[src/rtl/clint.sv]
// Core-local interruptor: 64-bit mtime/mtimecmp and msip behind a two-state
// request/response slave, driving registered timer and software interrupt levels.
module clint #(
  parameter int unsigned RTC_DIV = 1
) (
  input  logic        clk,
  input  logic        rst,
  input  logic        clint_valid,
  input  logic [31:0] clint_addr,
  input  logic [31:0] clint_wdata,
  input  logic [3:0]  clint_wstrb,
  output logic [31:0] clint_rdata,
  output logic        clint_ready,
  output logic        timer_irpt,
  output logic        soft_irpt
);

  localparam logic [15:0] DivLast   = 16'(RTC_DIV - 1);
  localparam logic [13:0] OffMsip   = 14'h0000;
  localparam logic [13:0] OffCmpLo  = 14'h1000;
  localparam logic [13:0] OffCmpHi  = 14'h1001;
  localparam logic [13:0] OffTimeLo = 14'h2FFE;
  localparam logic [13:0] OffTimeHi = 14'h2FFF;

  typedef enum logic [0:0] {StIdle, StResp} state_e;

  state_e      state_q;
  logic [15:0] presc_q, presc_d;
  logic [63:0] mtime_q, mtime_d;
  logic [63:0] mtimecmp_q, mtimecmp_d;
  logic        msip_q, msip_d;
  logic [31:0] rdata_q, rdata_d;
  logic        ready_q, timer_q, soft_q;
  logic        tick, accept, wr;
  logic [13:0] off;
  logic        unused_addr;

  assign unused_addr = ^{clint_addr[31:16], clint_addr[1:0]};
  assign off    = clint_addr[15:2];
  assign accept = clint_valid && (state_q == StIdle);
  assign wr     = accept && (clint_wstrb != 4'b0000);
  assign tick   = (presc_q == DivLast);

  function automatic logic [31:0] merge(input logic [31:0] old, input logic [31:0] wd,
                                        input logic [3:0] be);
    logic [31:0] r;
    r = old;
    for (int b = 0; b < 4; b++) begin
      if (be[b]) r[8*b +: 8] = wd[8*b +: 8];
    end
    return r;
  endfunction

  always_comb begin
    presc_d    = tick ? 16'd0 : presc_q + 16'd1;
    mtime_d    = tick ? mtime_q + 64'd1 : mtime_q;
    mtimecmp_d = mtimecmp_q;
    msip_d     = msip_q;
    // A bus write to either mtime half overrides (and drops) a coincident tick.
    if (wr && off == OffTimeLo) mtime_d = {mtime_q[63:32], merge(mtime_q[31:0], clint_wdata, clint_wstrb)};
    if (wr && off == OffTimeHi) mtime_d = {merge(mtime_q[63:32], clint_wdata, clint_wstrb), mtime_q[31:0]};
    if (wr && off == OffCmpLo) mtimecmp_d[31:0] = merge(mtimecmp_q[31:0], clint_wdata, clint_wstrb);
    if (wr && off == OffCmpHi) mtimecmp_d[63:32] = merge(mtimecmp_q[63:32], clint_wdata, clint_wstrb);
    if (wr && off == OffMsip && clint_wstrb[0]) msip_d = clint_wdata[0];
  end

  always_comb begin
    rdata_d = 32'd0;
    case (off)
      OffMsip:   rdata_d = {31'd0, msip_q};
      OffCmpLo:  rdata_d = mtimecmp_q[31:0];
      OffCmpHi:  rdata_d = mtimecmp_q[63:32];
      OffTimeLo: rdata_d = mtime_q[31:0];
      OffTimeHi: rdata_d = mtime_q[63:32];
      default:   rdata_d = 32'd0;
    endcase
  end

  always_ff @(posedge clk or posedge rst) begin
    if (rst) begin
      state_q <= StIdle;
      ready_q <= 1'b0;
      rdata_q <= 32'd0;
    end else begin
      case (state_q)
        StIdle: begin
          if (clint_valid) begin
            state_q <= StResp;
            ready_q <= 1'b1;
            rdata_q <= rdata_d;
          end
        end
        StResp: begin
          state_q <= StIdle;
          ready_q <= 1'b0;
          rdata_q <= 32'd0;
        end
        default: begin
          state_q <= StIdle;
          ready_q <= 1'b0;
          rdata_q <= 32'd0;
        end
      endcase
    end
  end

  always_ff @(posedge clk or posedge rst) begin
    if (rst) begin
      presc_q    <= 16'd0;
      mtime_q    <= 64'd0;
      mtimecmp_q <= '1;
      msip_q     <= 1'b0;
      timer_q    <= 1'b0;
      soft_q     <= 1'b0;
    end else begin
      presc_q    <= presc_d;
      mtime_q    <= mtime_d;
      mtimecmp_q <= mtimecmp_d;
      msip_q     <= msip_d;
      timer_q    <= (mtime_q >= mtimecmp_q);
      soft_q     <= msip_q;
    end
  end

  assign clint_rdata = rdata_q;
  assign clint_ready = ready_q;
  assign timer_irpt  = timer_q;
  assign soft_irpt   = soft_q;

endmodule
[config.mk]
export PLATFORM = sky130hd
export DESIGN_NAME = clint
export DESIGN_NICKNAME = d
export VERILOG_FILES = /design/src/rtl/clint.sv
export SDC_FILE = /design/constraint.sdc
export NUM_CORES = 1
export LEC_CHECK = 0
export CAP_MARGIN = 20
export CORE_ASPECT_RATIO = 1.25
export CORE_MARGIN = 2
export CORE_UTILIZATION = 50
export CTS_CLUSTER_SIZE = 20
export DETAILED_ROUTE_END_ITERATION = 7
export HOLD_SLACK_MARGIN = 0.03
export PLACE_DENSITY = 0.74
export SYNTH_ARGS = -nofsm -noshare
export SYNTH_HDL_FRONTEND = slang
export SYNTH_SLANG_ARGS = --single-unit
export TNS_END_PERCENT = 50
[constraint.sdc]
create_clock -name clk -period 5.8 [get_ports clk]
set_input_delay 1.16 -clock clk [delete_from_list [all_inputs] [get_ports clk]]
set_output_delay 1.16 -clock clk [all_outputs]
set_load 0.01 [all_outputs]
---- After elaboration in Yosys (flattened, before gate mapping) ----
Cells that the tools add are included.
cells by class
  add/sub/neg operators ................... 2
  $lt $le $gt $ge ......................... 1
  equal/unequal tests ..................... 14
  multiplexer cells ....................... 15
  bitwise gates (word level) .............. 2
  reduce and logical (&&, ||, !) cells .... 29
operators by type and width
  kind                     count
  $mux W64                 3
  $pmux W32 S5             1
  $add A64 B1 Y64 const B  1
  $ge A64 B64 Y1           1
  $pmux W32 S2             1
  $mux W32                 1
  $mux W8                  4
  $eq A14 B13 Y1 const B   2
  $eq A14 B14 Y1 const B   2
  $reduce_and A3 Y1        8
  $ne A2 B2 Y1 const B     9
  $add A16 B1 Y16 const B  1
  $logic_not A16 Y1        1
  $mux W16                 1
  $reduce_and A2 Y1        8
  $logic_not A14 Y1        1
  $logic_and A1 B1 Y1      8
  $pmux W1 S2              2
  $reduce_bool A2 Y1       2
  $reduce_bool A4 Y1       1
  $mux W1                  2
  $ne A2 B1 Y1 const B     1
  $not A1 Y1               2
storage, ports and cells
  register bits after elaboration ......... 181
  word-level logic and storage cells ...... 86

---- Depth between registers and ports, before layout ----
Gate-level depths: netlist (run 1).
  word-level depth ........................ 6
  depth in mapped cells ................... 10
  depth with buffers taken out ............ 8

---- Worst setup path after synthesis (run 1) ----
No wires, ideal clock.
  path type ............................... input-to-reg
  start point ............................. input clint_wstrb[1]
  end point ............................... register mtime_q[19]
  library setup time ...................... 0.126 ns
  arrival ................................. 2.774 ns
  data required time ...................... 5.674 ns
  setup slack ............................. 2.900 ns
  cell stages on the path ................. 9
  path buffers ............................ 3
  cells stage by stage .................... clkbuf_1 > nor4_1 > nor4_1 > nand3_1 > buf_2 > clkbuf_1 > o21ai_0 > a21oi_1 > a21oi_1
between the ends
  cells in the longest elaborated chain, start to end .. 5
RTL lines
  item                                                         line    source
  from (decl)                                                  11      input logic [3:0] clint_wstrb,
  $reduce_bool A4 Y1 *                                         41      assign wr = accept && (clint_wstrb != 4'b0000);
  $logic_and A1 B1 Y1 *                                        41
  $logic_and A1 B1 Y1 (on tied branches)                       60, 61
  $ne A2 B2 Y1 (no source line), or another cell as far along  --
  $reduce_and A3 Y1 (no source line)                           --
  to (signal assigned)                                         117     mtime_q <= mtime_d;
  to (decl)                                                    29      logic [63:0] mtime_q, mtime_d;
Mark *: on every way between the ends. The rest lies on a longest branch, timed or not. The select of a mux whose other input is x is not followed.
A chain may end at the register's enable or synchronous reset.

---- Final worst setup path (run 1) ----
  start point ............................. input clint_addr[3]
  end point ............................... register mtimecmp_q[16]
between the ends
  cells in the longest elaborated chain, start to end .. 3
RTL lines
  item                                line  source
  from (decl)                         9     input logic [31:0] clint_addr,
  $eq A14 B13 Y1                      62    if (wr && off == OffCmpLo) mtimecmp_d[31:0] = merge(mtimecmp_q[31:0], clint_wdata, clint_wstrb);
  $logic_and A1 B1 Y1                 62
  $reduce_and A2 Y1 (no source line)  --
  to (signal assigned)                118   mtimecmp_q <= mtimecmp_d;
  to (decl)                           30    logic [63:0] mtimecmp_q, mtimecmp_d;
Every way passes these cells.

==> results of run 1 <==
[path summary, 6_finish.rpt]
kind                                      from  cells after the start               to
worst max-delay path             clint_addr[3]                      7   mtimecmp_q[16]
worst min-delay path                    msip_q                      0        soft_irpt
worst max register to register  mtimecmp_q[61]                      8       timer_irpt
worst min register to register          msip_q                      0        soft_irpt
max in group asynchronous                  rst                      3      mtime_q[58]
min in group asynchronous                  rst                      3  clint_rdata[30]
[flip-flops by register name, summed over array words and instances (netlist names)]
| name | flops |
|---|---|
| mtime_q | 64 |
| mtimecmp_q | 64 |
| clint_rdata | 32 |
| presc_q | 16 |
| clint_ready | 1 |
| msip_q | 1 |
| soft_irpt | 1 |
| state_q | 1 |
| timer_irpt | 1 |
[cell usage in the layout, fill, tap and decap left out, types with 54 or more instances in the layout]
cell type / instances
nand2_1: 130
dfrtp_1: 117
a21oi_1: 108
clkdlybuf4s50_1: 86
inv_1: 78
ha_1: 67
dfstp_2: 64
mux2_2: 63
nand3_1: 54
[critical path, stage by stage]
cell and delay (ns):
clkdlybuf4s50_1 0.42, nor4_1 0.36, nand3_1 0.19, nor2_1 0.31, and2_1 0.82, nand3_1 0.60, mux2_1 0.49
[cells by family after synthesis]
logic type,after synthesis,share of synthesized area
buffers and inverters,136,0.0475
AO/OA/AOI/OAI,351,0.197
multiplexers,97,0.0955
flip-flops,181,0.404
adder cells (fa/ha/maj),67,0.0734
AND/OR/NAND/NOR,376,0.172
XOR/XNOR,14,0.0107
[layer usage]
metal	track usage	routed length (um)	up-vias
met5	0	0	-
met4	0.149	1670	0
met3	0.0507	2110	118
met2	0.470	16400	462
met1	0.349	13000	4996
li1	-	-	4727
[power by group through the flow]
stage	Sequential, mW	Combinational (mW)	Clock (mW)
after global placement	1.36	0.215	0
after CTS	1.33	0.230	1.20
after global routing	1.34	0.253	1.25
final	1.33	0.229	1.19
after floorplan	1.34	0.139	0
after detailed placement	1.36	0.223	0
[layout make-up]
cell class / instances / share of cell area
Clock buffer: 17 / 0.0324
Inverter: 79 / 0.0229
Multi-Input combinational cell: 905 / 0.480
Clock inverter: 15 / 0.0133
Timing Repair Buffer: 98 / 0.0733
Tap cell: 283 / 0.0270
Sequential cell: 181 / 0.352
==> metrics list, run 1 <==
* Library cell used as clock root buffer: clkbuf_16
* FILL cells: 1949
- Power spread over the standard cell area amounts to about 210 mW/mm2.
- Power share of the sequential group: 0.485
- Initial DRC Count: 1136
- Among all flip-flop cells after synthesis, the most frequent one is dfrtp_1.
* Post-CTS setup-driven buffer insertion count: 0
* Worst Slack Setup Final: 1.81 ns
- CTS tree: yes
- Switching portion of total power: 0.285
- The first TritonRoute pass finished after 6 iterations.
- Arrival time of data at the critical path endpoint: approximately 4.4 ns
* Final design area excluding fillers: ~0.013 mm2
- The share of total power dissipated in the clock network is 0.432.
- Internal power comes to 1.97 mW.
- For the final routed database, the setup TNS stands at 0 ns.
- After layout, the design draws a total of ~2.8 mW.
* Sequential fraction of the synthesis area: 0.404
* Post-cts gate resize count: 0
* Cell taking the most area after synthesis: dfrtp_1
* Die Footprint: 0.0241 mm2
- The congestion estimate from routability-driven global placement came to 0.974.
* Post-Layout Cell Count: 1578
* Maximum number of pins on one net before global-route repair: 182
- Static timing analysis puts the maximum clock frequency at 250 MHz.
- By area the synthesized netlist is led by dfrtp_1, dfstp_2, ha_1.
- Category of the worst setup path capture point: register
- Number of vias per cell after detailed routing: around 6.5
- Highest ir drop seen on vdd: 0.000229 V
* Core area: approximately 0.022 mm2
- Register-to-register setup slack: ~2.6 ns
- In the synthesized netlist, the number of instances is 1222.
- Count of pins on the block boundary: 106
- Register bit total from synthesis: 181
* Max-slew headroom: 0.235
- Relative to the synthesized area, the layout overhead comes to 14.9%.
- Leakage power total: roughly 5.4 nW
- RSZ-0062 raised after global routing: no
- In the global route stage, overall resource usage came out at 0.282.
* Yosys warnings: 0
* Post-Place Worst Slack: roughly 1.4 ns
- Max-cap violations in this run came to 0.
- Once detailed placement completed, the half-perimeter wirelength came to 23900 um.
* Final worst hold slack: 0.404 ns
- Synthesis produced a netlist with a net count of ~1400.
- CTS built an H-tree with a depth of 4.
- The flow ran to the end, and the final reports show no timing, DRC or antenna violations.
- After clock tree synthesis, the clock-pin slew on the worst setup and hold paths is 0.07 ns.
* Hold Buf Count CTS: 0
* Number of flops mapped to enable cells by yosys: 0
- The routed design could run at a clock period as short as 3.99 ns.
* Max clock buf depth: 2
- In the routed design, unresolved DRC markers number 0.
* Final Skew: 0.0110 ns
* Mean post-synth cell area: 9.34 um2
- For this run, asynchronously set or reset flops after synthesis account for 1.00.
- Number of hold violations in the final report: 0
* Area share of the leading cell type in the synthesized netlist: 0.256
- Clock tree sinks: 181
- In the synthesized netlist, the cells that appear most often are nand2_1, dfrtp_1, a21oi_1.
* Critical path peak fanout: 20
* Antenna violations before repair: 0
- At the end of the flow the core is filled with cells to 0.586.
* Wire length of the first global-routing pass: ~55000 um
- The routed design has 33200 um of wire.
* Cell total after placement: around 1500
* Cell Rows: 61
* Transition at the pin with the smallest max-transition slack: 1.15 ns
* Switching power total: 786 uW
- Registers take 0.00461 mm2.
- STA classifies the critical path startpoint as an input port.
- The repair_antennas step left the layout with diodes totalling 0.
* Routed length per instance: 21.0 um
- Portion of the clock cycle consumed by the worst path in the final layout: 0.689
- Combinational power share: 0.083
* Antenna-violating nets left: 0
* Setup Viol. Count Final: 0
- The worst setup path is of the input port to register kind.
- Leading cell type by number of instances after synthesis: nand2_1
- Routed vias: around 10000
- Total Nets Final: approximately 1400
- Netlist Area Pre-Place: about 0.011 mm2
* Die Y: 173 um
- Count of input and output buffers: between 80 and 90
- Final max-slew violation count: 0
- Data on the critical path is required at its endpoint by 6.18 ns.
- Placed cell areas: 0.0125 mm2
- At the later pin of the worst-skew pair, clock insertion delay measures 0.45 ns.
- The via count of the first global-routing pass came to 10300.
- Library cells used by synthesis: 80
- Total grt overflow: 0
* Initial core utilization: 0.510
- TritonCTS created 17 clock buffers.
- Chip width: 139 um
- Area taken by multi-input logic gates: 0.00629 mm2
* Layout cells sized above 1: 0.154
* Classification of the worst-slack hold path: register to register
(Power assumes the default switching activity.)
==> inputs of run 2 (changes only) <==
--- a/config.mk
+++ b/config.mk
@@ -12,7 +12,7 @@
 export CTS_CLUSTER_SIZE = 20
 export DETAILED_ROUTE_END_ITERATION = 7
 export HOLD_SLACK_MARGIN = 0.03
-export PLACE_DENSITY = 0.74
+export PLACE_DENSITY = 0.71
 export SYNTH_ARGS = -nofsm -noshare
 export SYNTH_HDL_FRONTEND = slang
 export SYNTH_SLANG_ARGS = --single-unit
==> constraint.sdc (replaced) <==
create_clock -name clk -period 3.8 [get_ports clk]
set_input_delay 0.76 -clock clk [delete_from_list [all_inputs] [get_ports clk]]
set_output_delay 0.76 -clock clk [all_outputs]
set_load 0.01 [all_outputs]
==> metrics list, run 2 (synthesized netlist as in run 1, its figures left out) <==
* Number of antenna diodes: 0
* Final Skew: approximately 0.016 ns
- Post-route DRC violation count: 0
* CTS tree: yes
- STA classifies the critical path startpoint as an input port.
- Count of input and output buffers: 87
- Setup Viol. Count Final: 0
- The number of failing hold endpoints at the final stage is 0.
* Initial core utilization: 0.510
* Leading cell types in the layout, fill and taps excluded: nand2_1, dfrtp_1, a21oi_1
- Maximum frequency from static timing analysis: 323 MHz
* Result of the run: complete, no violations
* Cell repeated most along the worst path: nand3_1
- Max clock buf depth: 2
- In this run the horizontal extent of the chip is 139 um.
- The kind of cell with the highest combined delay along the critical path is simple AND/OR/NAND/NOR gates.
- Buffers inserted during clock tree synthesis total 17.
- Data on the critical path arrives at its endpoint at 3.47 ns.
* Clk_lat worst skew: 0.45 ns
* WS Path Type: input port to register
* Clock tree sinks: ~180
- Vias in the first global route: 10200
- Layout cells sized above 1: 0.172
* Core area: 0.0224 mm2
- Iteration count of the initial detailed-routing pass: 6
* Syn-to-layout area delta: 17.1%
- In the final routed layout, each cell accounts on average for between 20 and 25 um.
* Highest ir drop seen on vdd: 0.000294 V
- For this block, the routed nets add up to roughly 35000 um of wire.
* Library cell used as clock root buffer: clkbuf_16
- Max-slew headroom: 0.463
- In this design, the stage delay of the slowest critical-path cell is 0.52 ns.
- Count of pins on the block boundary: 106
- In this run the worst hold path is classified as register to register.
* Portion of the clock cycle consumed by the worst path in the final layout: 0.815
* Power density relative to cell area: 316 mW/mm2
* Routed vias: 10400
- Die Footprint: 0.0241 mm2
- Across all setup checks in the final design, the least slack found is 0.701 ns.
- The smallest clock period supported by the final layout is computed as 3.10 ns.
- Final max-slew violation count: 0
* Maximum number of pins on one net before global-route repair: 63
* H-tree depth reported by CTS: 4
- Post-Place Worst Slack: 0.262 ns
* Final HPWL DP: between 20000 and 30000 um
- Number of vias per cell after detailed routing: 6.46
* Most common library cell in the layout ignoring fill and taps: nand2_1
* Leakage power total: 5.53 nW
- Buf+Inv Stages, Crit Path: 1
- Total global routing track utilization: 0.291
- Hold Buf Count CTS: 0
- Traced cell by cell, the critical path runs through clkdlybuf4s50_1, nor4_1, nand3_1, nor2_1, and2_1, nand3_1, mux2_1.
- The floorplan step set the die height to 173 um.
- At the pin with the least slew margin, the transition time is 0.799 ns.
* Setup TNS: 0 ns
* Total Nets Final: 1448
* Number of violations of the max-capacitance limit: 0
* Initial DRC Count: 981
- Antenna-violating nets left: 0
- Required time at the worst-slack endpoint: 4.17 ns
- Clock-pin slew was measured on the worst setup and hold paths at 0.07 ns.
- Critical path peak fanout: 9
- In this run the post-CTS setup repair buffer count came out at 0.
- RSZ-0062 raised after global routing: no
- Worst-path cell with the longest stage delay: and2_1
* Cell Rows: between 60 and 70
* Post-cts gate resize count: 0
- Antenna violations before repair: 0
- Total grt overflow: 0
- The worst setup path is captured at a register.
- Routability-driven placement congestion ratio: approximately 0.99
* Wire length of the first global-routing pass: 55700 um
-- run 2: cell count changes in the layout (fill, tap and decap cells not counted) --
cell        previous run  this run
buf_4                 10        35
buf_12                 1         4
inv_6                  5         2
clkinv_8               4         2
inv_8                  5         7
bufinv_16              0         1
clkinv_4               1         2
clkinvlp_4             1         2
-- run 2: layout make-up --
| class | count | area (um2) |
|---|---|---|
| clock buffers | 17 | 425 |
| multi-input cells | 905 | 6290 |
| well taps | 283 | 354 |
| clock inverters | 15 | 184 |
| inverters | 79 | 300 |
| flip-flops and latches | 181 | 4610 |
| fillers | 1907 | 8990 |
| repair buffers | 126 | 1210 |
-- run 2: layer usage --
metal	vias to the layer above	wire (um)	global-route usage
met5	-	0	0
met4	0	1310	0.118
met3	74	2180	0.0418
met2	427	17600	0.509
met1	5110	13700	0.361
li1	4771	-	-
-- run 2: worst paths after layout --
| path | startpoint | endpoint | slack, ns | cells past startpoint |
|---|---|---|---|---|
| min | msip_q | soft_irpt | 0.39 | 0 |
| max reg2reg | mtimecmp_q[61] | timer_irpt | 0.74 | 8 |
| min reg2reg | msip_q | soft_irpt | 0.39 | 0 |
| max in group asynchronous | rst | mtimecmp_q[35] | 2.05 | 4 |
| max | clint_addr[3] | mtimecmp_q[6] | 0.70 | 7 |
| min in group asynchronous | rst | mtime_q[27] | 0.79 | 2 |
-- run 2: per-stage QoR --
stage               instance area, um2  hold WS (ns)  utilization  std cells  power (mW)
floorplan                        11400         0.365            -       1222        2.25
global placement                 12800         0.374        0.571       1574        2.41
detailed placement               12800         0.381        0.571       1574        2.42
CTS                              13400         0.399        0.598       1606        4.26
global route                     13400         0.422        0.598       1606        4.38
finish                           13400         0.395        0.598       1606        4.23
-- run 2: power by group --
part	switching [mW]	total [mW]	leakage [nW]	internal, mW
sequential	0.0752	2.04	2.25	1.96
combinational	0.200	0.357	2.97	0.158
clock	0.881	1.83	0.297	0.951
total	1.16	4.23	5.53	3.07
==> inputs of run 3 (changes only) <==
==> constraint.sdc (replaced) <==
create_clock -name clk -period 3.2 [get_ports clk]
set_input_delay 0.64 -clock clk [delete_from_list [all_inputs] [get_ports clk]]
set_output_delay 0.64 -clock clk [all_outputs]
set_load 0.01 [all_outputs]
==> metrics list, run 3 (synthesized netlist as in run 1, its figures left out) <==
- Clk_lat worst skew: 0.45 ns
* Core area: 0.0224 mm2
- The endpoint identified for the worst register-to-register timing path is timer_irpt.
- The initial utilization of the core area, before any placement, comes to 0.510.
- The final number of max-transition violations is 0.
- Number of violations of the max-capacitance limit: 0
- Final HPWL DP: ~26000 um
* Crit path from: mtimecmp_q[62]
* Post-CTS setup-driven buffer insertion count: 0
* Power density relative to cell area: 367 mW/mm2
- The floorplan step defined a die boundary enclosing 0.0241 mm2.
- Chip width: 139 um
* CTS tree: yes
* Category of the worst setup path capture point: register
- The die is ~170 um tall.
* Required time at the worst-slack endpoint: between 3 and 4 ns
- Vias in the first global route: 10400
- Entering global routing, the biggest net connects 49 pins.
* Routed wire length: around 35000 um
* Portion of the clock cycle consumed by the worst path in the final layout: 0.921
- Number of vias per cell after detailed routing: approximately 6.4
* H-tree depth reported by CTS: 4
- Post-cts gate resize count: 0
- The startpoint identified for the worst register-to-register timing path is mtimecmp_q[62].
- The initialized floorplan defines 61 standard-cell rows.
- Arrival time of data at the critical path endpoint: 3.31 ns
- The repair_antennas step left the layout with diodes totalling 0.
- Layout cells sized above 1: 0.188
- Pin placement for this block handled 106 I/O pins.
- Number of hold violations in the final report: 0
- Clock-pin transition on the worst setup and hold timing paths: around 0.08 ns
- During placement, the flow inserted port buffers numbering 87.
- Maximum frequency from static timing analysis: about 340 MHz
* Critical path peak fanout: 4
- RSZ-0062 raised after global routing: no
* Max clock buf depth: 2
- STA classifies the critical path startpoint as a register.
- Across the VDD grid, the largest voltage drop is approximately 0.00036 V.
- Iteration count of the initial detailed-routing pass: 6
* Min Tclk post-route: 2.95 ns
- Antenna violations before repair: 0
- The tightest hold path in the finished design has a slack of 0.409 ns.
- Total grt overflow: 0
* Antenna-violating nets left: 0
- Library cell used as clock root buffer: clkbuf_16
* Routed length per instance: 21.4 um
- Setup Viol. Count Final: 0
- The worst register-to-register path has a depth of 9.
- The path with the worst hold slack has its endpoint at soft_irpt.
- Syn-to-layout area delta: 19.4%
- Leading cell types in the layout, fill and taps excluded: nand2_1, dfrtp_1, a21oi_1
* Register-to-register setup slack: 0.25 ns
- For this run, design rule violations remaining after detail routing come to 0.
- Startpoint of the tightest hold check path: msip_q
* Leakage power total: 5.67 nW
- Counting instances, the worst hold path has a depth of 0.
- Clock tree synthesis found a total of approximately 180 sinks.
* Transition at the pin with the smallest max-transition slack: between 0.7 and 0.8 ns
* Setup TNS: 0 ns
- CTS Buf Count: 17
- Max-slew headroom: 0.497
- Classification of the worst-slack hold path: register to register
* Routability-driven placement congestion ratio: 0.950
- Wire length of the first global-routing pass: ~56000 um
* Total global routing track utilization: 0.294
* Hold Buf Count CTS: 0
* Most common library cell in the layout ignoring fill and taps: nand2_1
- The net count of the finished layout is 1474.
- Routed vias: 10500
* Final Skew: around 0.012 ns
- Initial DRC Count: 1154
- The run finished with clean final reports.
* WS Path Type: register to register
## run 3: metal layers
layer / global-route usage / vias to the layer above / wire, um
met3: 0.0462 / 81 / 1830
met2: 0.509 / 387 / 17700
met4: 0.112 / 0 / 1120
met1: 0.371 / 5187 / 14200
li1: - / 4833 / -
met5: 0 / - / 0
## run 3: metrics by stage
| stage | std cells | power [mW] | area, um2 | utilization | worst slack, ns |
|---|---|---|---|---|---|
| after CTS | 1632 | 5.02 | 13600 | 0.609 | 0.308 |
| after global routing | 1632 | 5.18 | 13600 | 0.609 | 0.227 |
| final | 1632 | 5.00 | 13600 | 0.609 | 0.253 |
| after floorplan | 1222 | 2.67 | 11400 | - | 0.290 |
| after detailed placement | 1600 | 2.88 | 13000 | 0.582 | 0.145 |
| after global placement | 1600 | 2.87 | 13000 | 0.582 | 0.178 |
## run 3: area by class of cell
cell class,instances,area [um2]
clock buffer,17,425
clock inverter,15,181
fill,1951,8740
inverter,79,300
multi-input combinational,905,6290
sequential,181,4610
tap,283,354
timing repair buffer,152,1470
## run 3: power by group
group          internal (mW)  switching, mW  total (mW)  leakage, nW
Sequential              2.33         0.0900        2.42         2.25
Clock                   1.06           1.10        2.16        0.295
Combinational          0.192          0.238       0.429         3.12
## run 3: critical path, cell delays in order (launching register included)
cell and delay [ns]:
dfstp_2 0.55, inv_1 0.04, ha_1 0.31, nand4_1 0.19, or3_1 0.48, or3_1 0.49, nor4_1 0.32, buf_4 0.18
o311ai_1 0.10, nand3_1 0.21
## run 3: worst max-delay path by stage
stage                          end  slack (ns)  cells after the start
floorplan           clint_rdata[0]        0.29                      1
global placement       mtime_q[63]        0.18                      9
detailed placement  clint_rdata[9]        0.15                      8
CTS                     timer_irpt        0.31                      9
global route            timer_irpt        0.23                      9
finish                  timer_irpt        0.25                      9
